### src/rtl/cpu_pkg.sv
// Shared CPU definitions used by the instruction-fetch slice.
// Contents: NOP encoding, default reset PC, fetch FSM state encoding,
// the IF/ID output slot record and a PC increment helper.
package cpu_pkg;

  localparam logic [31:0] NOP_INSTR        = 32'h0000_0000;
  localparam logic [31:0] RESET_PC_DEFAULT = 32'h0000_3000;

  typedef enum logic [1:0] {
    S_IDLE  = 2'd0,
    S_FETCH = 2'd1,
    S_HOLD  = 2'd2,
    S_DRAIN = 2'd3
  } fetch_state_t;

  typedef struct packed {
    logic        valid;
    logic [31:0] pc_plus4;
    logic [31:0] instr;
    logic        exc;
  } slot_t;

  // Next sequential word address; wraps modulo 2^32.
  function automatic logic [31:0] next_word(input logic [31:0] pc);
    return pc + 32'd4;
  endfunction

endpackage

### src/rtl/if_fetch_unit_if.sv
// Instruction-memory request/response bundle.
// Signals: req/addr from the fetch unit, ready/rdata back from memory.
// A response is valid in any cycle where ready=1 while req=1.
// Modports: master (fetch unit side), slave (memory side).
interface if_fetch_unit_if;
  logic        req;
  logic [31:0] addr;
  logic        ready;
  logic [31:0] rdata;

  modport master (output req, output addr, input ready, input rdata);
  modport slave  (input req, input addr, output ready, output rdata);
endinterface

### src/rtl/if_hold_buf.sv
// One-entry skid register for a fetch response that arrives while the
// IF/ID slot is stalled.
// Ports: clk, rst (async, active-high); load/unload/clear controls
// (clear has priority over load, load over unload); in_pc_plus4/in_instr
// captured on load; valid/pc_plus4/instr show the held entry.
module if_hold_buf
  import cpu_pkg::*;
(
  input  logic        clk,
  input  logic        rst,
  input  logic        load,
  input  logic        unload,
  input  logic        clear,
  input  logic [31:0] in_pc_plus4,
  input  logic [31:0] in_instr,
  output logic        valid,
  output logic [31:0] pc_plus4,
  output logic [31:0] instr
);

  // Hold entry register with clear > load > unload priority.
  always_ff @(posedge clk or posedge rst) begin
    if (rst) begin
      valid    <= 1'b0;
      pc_plus4 <= 32'h0000_0000;
      instr    <= NOP_INSTR;
    end else if (clear) begin
      valid    <= 1'b0;
      pc_plus4 <= 32'h0000_0000;
      instr    <= NOP_INSTR;
    end else if (load) begin
      valid    <= 1'b1;
      pc_plus4 <= in_pc_plus4;
      instr    <= in_instr;
    end else if (unload) begin
      valid    <= 1'b0;
      pc_plus4 <= pc_plus4;
      instr    <= NOP_INSTR;
    end else begin
      valid    <= valid;
      pc_plus4 <= pc_plus4;
      instr    <= instr;
    end
  end

endmodule

### src/rtl/if_fetch_unit.sv
// Instruction-fetch stage feeding the IF/ID register.
// Owns the PC, issues word fetches over imem (req/ready, wait states
// tolerated), applies branch/jump redirects and honours the IF/ID stall.
// Ports: clk, rst (async, active-high); stall; redirect_valid/redirect_pc;
// imem (master modport: req, addr, ready, rdata); if_valid, if_pc_plus4,
// if_instr (NOP whenever if_valid=0), if_exc.
// Build option: define IF_MISALIGN_EXC_EN to keep redirect_pc[1:0] and
// raise if_exc on a misaligned PC instead of fetching; otherwise the low
// PC bits are forced to 00 and if_exc stays 0.
module if_fetch_unit
  import cpu_pkg::*;
#(
  parameter logic [31:0] RESET_PC = RESET_PC_DEFAULT,
  parameter int          ADDR_W   = 32
) (
  input  logic                clk,
  input  logic                rst,
  input  logic                stall,
  input  logic                redirect_valid,
  input  logic [ADDR_W-1:0]   redirect_pc,
  if_fetch_unit_if.master     imem,
  output logic                if_valid,
  output logic [31:0]         if_pc_plus4,
  output logic [31:0]         if_instr,
  output logic                if_exc
);

  fetch_state_t state, state_nxt;
  logic [31:0]  pc, pc_nxt;
  logic [31:0]  addr, addr_nxt;
  logic         req, req_nxt;
  slot_t        slot, slot_nxt;
  // boot delays the first fetch by one extra cycle after reset release.
  logic         boot, boot_nxt;
  // parked keeps S_IDLE sticky after a misaligned-PC exception.
  logic         parked, parked_nxt;

  logic         hold_load, hold_unload, hold_clear;
  logic         hold_valid;
  logic [31:0]  hold_pc_plus4, hold_instr;
  logic [31:0]  pc_inc;
  logic [31:0]  target;
  logic         slot_free;

`ifdef IF_MISALIGN_EXC_EN
  assign target = redirect_pc;
`else
  logic unused_redirect_lo;
  assign unused_redirect_lo = ^redirect_pc[1:0];
  assign target = {redirect_pc[31:2], 2'b00};
`endif

  assign pc_inc    = next_word(pc);
  assign slot_free = !slot.valid || !stall;

  if_hold_buf u_hold (
    .clk         (clk),
    .rst         (rst),
    .load        (hold_load),
    .unload      (hold_unload),
    .clear       (hold_clear),
    .in_pc_plus4 (pc_inc),
    .in_instr    (imem.rdata),
    .valid       (hold_valid),
    .pc_plus4    (hold_pc_plus4),
    .instr       (hold_instr)
  );

  // State, PC, request and output-slot registers.
  always_ff @(posedge clk or posedge rst) begin
    if (rst) begin
      state  <= S_IDLE;
      pc     <= RESET_PC;
      addr   <= RESET_PC;
      req    <= 1'b0;
      slot   <= '0;
      boot   <= 1'b1;
      parked <= 1'b0;
    end else begin
      state  <= state_nxt;
      pc     <= pc_nxt;
      addr   <= addr_nxt;
      req    <= req_nxt;
      slot   <= slot_nxt;
      boot   <= boot_nxt;
      parked <= parked_nxt;
    end
  end

  // Next-state, PC, slot and hold-buffer control.
  always_comb begin
    state_nxt   = state;
    pc_nxt      = pc;
    slot_nxt    = slot;
    boot_nxt    = boot;
    parked_nxt  = parked;
    hold_load   = 1'b0;
    hold_unload = 1'b0;
    hold_clear  = 1'b0;

    // A consumed slot empties unless refilled below.
    if (slot.valid && !stall) begin
      slot_nxt.valid = 1'b0;
      slot_nxt.instr = NOP_INSTR;
      slot_nxt.exc   = 1'b0;
    end else begin
      slot_nxt = slot;
    end

    if (redirect_valid) begin
      pc_nxt         = target;
      slot_nxt.valid = 1'b0;
      slot_nxt.instr = NOP_INSTR;
      slot_nxt.exc   = 1'b0;
      hold_clear     = 1'b1;
      boot_nxt       = 1'b0;
      parked_nxt     = 1'b0;
      case (state)
        // An in-flight request must still complete before refetching.
        S_FETCH: begin
          if (req && !imem.ready) state_nxt = S_DRAIN;
          else                    state_nxt = S_FETCH;
        end
        S_DRAIN: begin
          if (imem.ready) state_nxt = S_FETCH;
          else            state_nxt = S_DRAIN;
        end
        default: state_nxt = S_FETCH;
      endcase
    end else begin
      case (state)
        S_IDLE: begin
          boot_nxt = 1'b0;
          if (!boot && !parked) state_nxt = S_FETCH;
          else                  state_nxt = S_IDLE;
        end
        S_FETCH: begin
`ifdef IF_MISALIGN_EXC_EN
          if (pc[1:0] != 2'b00) begin
            if (slot_free) begin
              slot_nxt.valid    = 1'b1;
              slot_nxt.pc_plus4 = pc_inc;
              slot_nxt.instr    = NOP_INSTR;
              slot_nxt.exc      = 1'b1;
              parked_nxt        = 1'b1;
              state_nxt         = S_IDLE;
            end else begin
              state_nxt = S_FETCH;
            end
          end else
`endif
          if (imem.ready) begin
            pc_nxt = pc_inc;
            if (slot_free) begin
              slot_nxt.valid    = 1'b1;
              slot_nxt.pc_plus4 = pc_inc;
              slot_nxt.instr    = imem.rdata;
              slot_nxt.exc      = 1'b0;
              state_nxt         = S_FETCH;
            end else begin
              hold_load = 1'b1;
              state_nxt = S_HOLD;
            end
          end else begin
            state_nxt = S_FETCH;
          end
        end
        S_HOLD: begin
          if (!stall && hold_valid) begin
            slot_nxt.valid    = 1'b1;
            slot_nxt.pc_plus4 = hold_pc_plus4;
            slot_nxt.instr    = hold_instr;
            slot_nxt.exc      = 1'b0;
            hold_unload       = 1'b1;
            state_nxt         = S_FETCH;
          end else begin
            state_nxt = S_HOLD;
          end
        end
        S_DRAIN: begin
          if (imem.ready) state_nxt = S_FETCH;
          else            state_nxt = S_DRAIN;
        end
        default: state_nxt = S_IDLE;
      endcase
    end
  end

  // Registered request: S_DRAIN keeps the old address until it completes.
  always_comb begin
    req_nxt = (state_nxt == S_FETCH) || (state_nxt == S_DRAIN);
`ifdef IF_MISALIGN_EXC_EN
    if ((state_nxt == S_FETCH) && (pc_nxt[1:0] != 2'b00)) req_nxt = 1'b0;
    else                                                  req_nxt = req_nxt;
`endif
    if (state_nxt == S_DRAIN) addr_nxt = addr;
    else                      addr_nxt = pc_nxt;
  end

  assign imem.req    = req;
  assign imem.addr   = addr;
  assign if_valid    = slot.valid;
  assign if_pc_plus4 = slot.pc_plus4;
  assign if_instr    = slot.instr;
  assign if_exc      = slot.exc;

endmodule

### src/flat_wrapper.sv
// flat-port wrapper written by rule: the top's interface ports become plain ports
module if_fetch_unit_flat import cpu_pkg::*;
#(
  parameter logic [31:0] RESET_PC = RESET_PC_DEFAULT,
  parameter int          ADDR_W   = 32
)
  (clk, rst, stall, redirect_valid, redirect_pc, if_valid, if_pc_plus4, if_instr, if_exc, imem_req, imem_addr, imem_ready, imem_rdata);
  if_fetch_unit_if imem_i ();
  input  logic clk;
  input  logic rst;
  input  logic stall;
  input  logic redirect_valid;
  input  logic [ADDR_W-1:0] redirect_pc;
  output logic if_valid;
  output logic [31:0] if_pc_plus4;
  output logic [31:0] if_instr;
  output logic if_exc;
  output wire logic [$bits(imem_i.req)-1:0] imem_req;
  output wire logic [$bits(imem_i.addr)-1:0] imem_addr;
  input wire logic [$bits(imem_i.ready)-1:0] imem_ready;
  input wire logic [$bits(imem_i.rdata)-1:0] imem_rdata;
  assign imem_req = imem_i.req;
  assign imem_addr = imem_i.addr;
  assign imem_i.ready = imem_ready;
  assign imem_i.rdata = imem_rdata;
  if_fetch_unit #(.RESET_PC(RESET_PC), .ADDR_W(ADDR_W)) u_core (.clk(clk), .rst(rst), .stall(stall), .redirect_valid(redirect_valid), .redirect_pc(redirect_pc), .imem(imem_i), .if_valid(if_valid), .if_pc_plus4(if_pc_plus4), .if_instr(if_instr), .if_exc(if_exc));
endmodule
### config.mk
export PLATFORM = sky130hd
export DESIGN_NAME = if_fetch_unit_flat
export DESIGN_NICKNAME = d
export VERILOG_FILES = /design/src/rtl/cpu_pkg.sv /design/src/rtl/if_fetch_unit_if.sv /design/src/rtl/if_hold_buf.sv /design/src/rtl/if_fetch_unit.sv /design/src/flat_wrapper.sv
export SDC_FILE = /design/constraint.sdc
export NUM_CORES = 1
export LEC_CHECK = 0
export ABC_CLOCK_PERIOD_IN_PS = 6490
export CAP_MARGIN = 20
export CORE_MARGIN = 3
export CORE_UTILIZATION = 47
export DETAILED_ROUTE_END_ITERATION = 16
export HOLD_SLACK_MARGIN = 0.05
export PLACE_DENSITY = 0.76
export SLEW_MARGIN = 20
export SYNTH_ARGS = -nofsm -noshare
export SYNTH_HDL_FRONTEND = slang
export SYNTH_SLANG_ARGS = --single-unit
### constraint.sdc
create_clock -name clk -period 6.49 [get_ports clk]
set_input_delay 0.9735 -clock clk [delete_from_list [all_inputs] [get_ports clk]]
set_output_delay 0.9735 -clock clk [all_outputs]
set_load 0.005 [all_outputs]
==> results.py <==
metrics = {
    "timing": {
        "finalCriticalPeriod_ns": 3.745,
        "rsz0062_at_grt": "no",
        "hold_viol_final": 0,
        "worst_clock_skew_ns": 0.006913,
        "slew_viol_final": 0,
        "tightest_slew_ns": 1.037,
        "max_freq_mhz": 267.0,
        "finalSetupTns_ns": 0,
        "slew_headroom_pct": 30.72,
        "fin_crit_sh_pct": 57.71,
        "finalSetupViolCount": 0,
    },
    "yosys": {
        "yosys.area_share.simple_pct": 12.89,
        "synth_top_family_by_area": "compound AO/OA/AOI/OAI gates",
        "synth-seq-cells": 199,
        "synth_edf_count": 0,
        "synthXorXnorAreaFrac_pct": 3.722,
        "ys_warn_count": 0,
        "syn-num-nets": 924,
        "syn_inst": 850,
        "synth_cell_types": 57,
        "synth.area.mux_share_pct": 4.114,
        "synth-main-ff-cell": "dfrtp_1",
        "avgSynthCellArea_um2": 10.52,
        "synth_area_leaders": "dfrtp_1 54%, o21ai_0 5.9%, nand2_1 4.6%, a22oi_1 4.4%, a22o_1 4.4%",
        "synth_fa_ha_area_share_pct": 0.6996,
        "synth_compound_area_share_pct": 19.39,
        "synth_common_cells": "194 x dfrtp_1, 110 x nand2_1, 105 x o21ai_0",
        "synth.top_cell.area_share_pct": 54.29,
        "yosysTopAreaCell": "dfrtp_1",
        "synth_most_common_cell": "dfrtp_1",
        "syn-cell-area_um2": 8942,
        "async_reset_ff_share_pct": 100.0,
        "yosysSeqAreaShare_pct": 55.76,
    },
    "critical_path": {
        "r2r_slack_ns": 3.36,
        "startpoint_type": "input port",
        "path_class": "in2reg",
        "worstSetupEndpointType": "register",
        "critPathArrivalTime_ns": 4.07,
        "required_ns": 6.81,
        "regToRegStartpoint": "u_core.state[0]$_DFF_PP0_",
        "r2r_end": "u_core.imem.addr[22]$_DFFE_PP0P_",
        "reg2reg_depth": 8,
        "crit_fanout": 46,
    },
    "hold_path": {
        "min_path_type": "reg2reg",
        "min_to": "u_core.boot$_DFFE_PP1P_",
        "min_path_cells": 2,
        "hold_start": "u_core.boot$_DFFE_PP1P_",
    },
    "routing": {
        "num_vias": 7213,
        "routed_wl_um": 22740,
        "drcViolationCount": 0,
        "viasPerCell": 5.893,
        "antenna_left": 0,
        "wire_per_inst_um": 18.58,
        "first_pass_iters": 5,
        "drt-initial-drc-count": 575,
    },
    "global_route": {
        "grt_max_degree": 148,
        "first_global_vias": 7128,
        "grt_pass1_wl_um": 37110,
        "antenna_found_initial": 0,
        "gr-total-overflow": 0,
        "track_usage_pct": 22.57,
    },
    "final_layout": {
        "fill_cells": 1481,
        "diodes": 0,
        "final_core_util_pct": 62.01,
        "syn_to_final_growth_pct": 27.12,
        "final_nets": 1056,
        "drive_above_1_share_pct": 10.05,
        "multi_input_area_um2": 3699,
        "seqCellArea_um2": 4986,
    },
    "pwr": {
        "vdd_drop_max_mv": 0.2184,
        "leakage_nw": 4.654,
        "powerDensity_nw_per_um2": 345.7,
    },
    "clock_network": {
        "cts-root-buf": "clkbuf_16",
        "postCtsHoldBufs": 0,
        "cts_buffers": 17,
        "cts_tree": "yes",
        "htree_levels": 4,
        "cts-resized-gates": 0,
        "insertion_delay_ns": 0.44,
        "postCtsSetupBuffers": 0,
        "clk_pin_slew_worst_paths_ns": 0.07,
        "clockBufferDepth": 2,
        "cts_sinks": 199,
    },
    "place": {
        "dp_hpwl_um": 14890,
        "place.gp.congestion": 0.8813,
        "numPortBuffers": 165,
    },
    "run": {
        "maxCapViolCount": 0,
    },
    "floorplanning": {
        "ios": 168,
        "fp.dieW_um": 143.9,
        "dieHeight_um": 143.9,
        "dieArea_um2": 20720,
        "initial_core_util_pct": 48.78,
        "core_area_um2": 18330,
        "fp-row-count": 49,
    },
    "outcome": {
        "status": "completed",
    },
}
[metrics by stage]
| stage | worst slack (ns) | hold WS [ns] | cells | cell area, um^2 | power [W] |
|---|---|---|---|---|---|
| final | 2.745 | 0.4558 | 1224 | 11370 | 0.003930 |
| after CTS | 2.728 | 0.4483 | 1224 | 11360 | 0.003961 |
| after global placement | 2.292 | 0.4276 | 1191 | 10760 | 0.002860 |
| after floorplan | 0.09912 | 0.4200 | 850 | 8942 | 0.002218 |
| after detailed placement | 2.253 | 0.4379 | 1192 | 10770 | 0.002883 |
| after global routing | 2.380 | 0.4766 | 1224 | 11370 | 0.004153 |
[how the worst max path moves through the flow]
stage | startpoint | endpoint | slack, ns | depth (start not counted)
detailed placement | redirect_valid | u_core.imem.addr[19]$_DFFE_PP0P_ | 2.25 | 7
global route | redirect_valid | u_core.imem.addr[19]$_DFFE_PP0P_ | 2.38 | 7
floorplan | rst | u_core.if_exc$_DFF_PP0_ | 0.1 | 1
CTS | redirect_valid | u_core.imem.addr[19]$_DFFE_PP0P_ | 2.73 | 7
global placement | redirect_valid | u_core.imem.addr[19]$_DFFE_PP0P_ | 2.29 | 7
finish | redirect_valid | u_core.imem.addr[19]$_DFFE_PP0P_ | 2.74 | 7
[layout make-up]
cell class                 instances  share of cell area, %
sequential                       199                  43.86
tap                              229                  2.521
clock buffer                      17                  3.742
multi-input combinational        574                  32.54
clock inverter                    15                  1.486
timing repair buffer             177                  15.31
inverter                          13                 0.5393
[worst max-delay path, stage by stage]
cell	delay, ns
buf_2	0.66
clkinv_1	0.15
buf_4	0.28
o32ai_1	0.74
nand2_1	0.51
buf_4	0.38
mux2_1	0.34
[report_power, final]
part / switching (W) / internal, W / total, W
logic: 0.000561 / 0.000632 / 0.00119
clock network: 0.000498 / 0.000578 / 0.00108
registers: 0.000178 / 0.00148 / 0.00166
total: 0.00124 / 0.00269 / 0.00393
[cells by family after synthesis]
kind of cell	count (synthesis)
buffers and inverters	77
AND/OR/NAND/NOR	238
multiplexers	33
adder cells (fa/ha/maj)	5
flip-flops	199
AO/OA/AOI/OAI	260
XOR/XNOR	38
[sequential cells by signal, summed over array words and instances (netlist names), 2 cells and up]
name,cells
u_core.u_hold.instr,32
u_core.if_instr,32
u_core.imem.addr,32
u_core.pc,32
u_core.u_hold.pc_plus4,32
u_core.state,2
u_core.if_pc_plus4,32
[metal layers]
| layer | GRT usage (%) | vias up | wire (um) |
|---|---|---|---|
| met2 | 35.69 | 248 | 10860 |
| met3 | 4.626 | 20 | 1447 |
| li1 | - | 3370 | - |
| met5 | 0 | - | 0 |
| met1 | 32.37 | 3575 | 10240 |
| met4 | 5.104 | 0 | 197 |
[cells in the final DEF (no fill, tap or decap), types with 5 or more instances in the layout]
cell type and count:
or4_1 7, a22o_1 45, inv_1 10, and4_1 7, clkbuf_16 17, a22oi_1 53, xor2_1 8, clkdlybuf4s50_1 164
buf_4 11, dfstp_2 5, xnor2_1 30, nand2_1 110, o31ai_1 12, o21ai_0 105, nor2_1 29, nand4_1 14
a21oi_1 8, mux2_2 29, or2_2 5, a31oi_1 13, ha_1 5, nand3_1 15, dfrtp_1 194, nor3_1 16
Note: power is estimated with default switching activity, not from simulation.
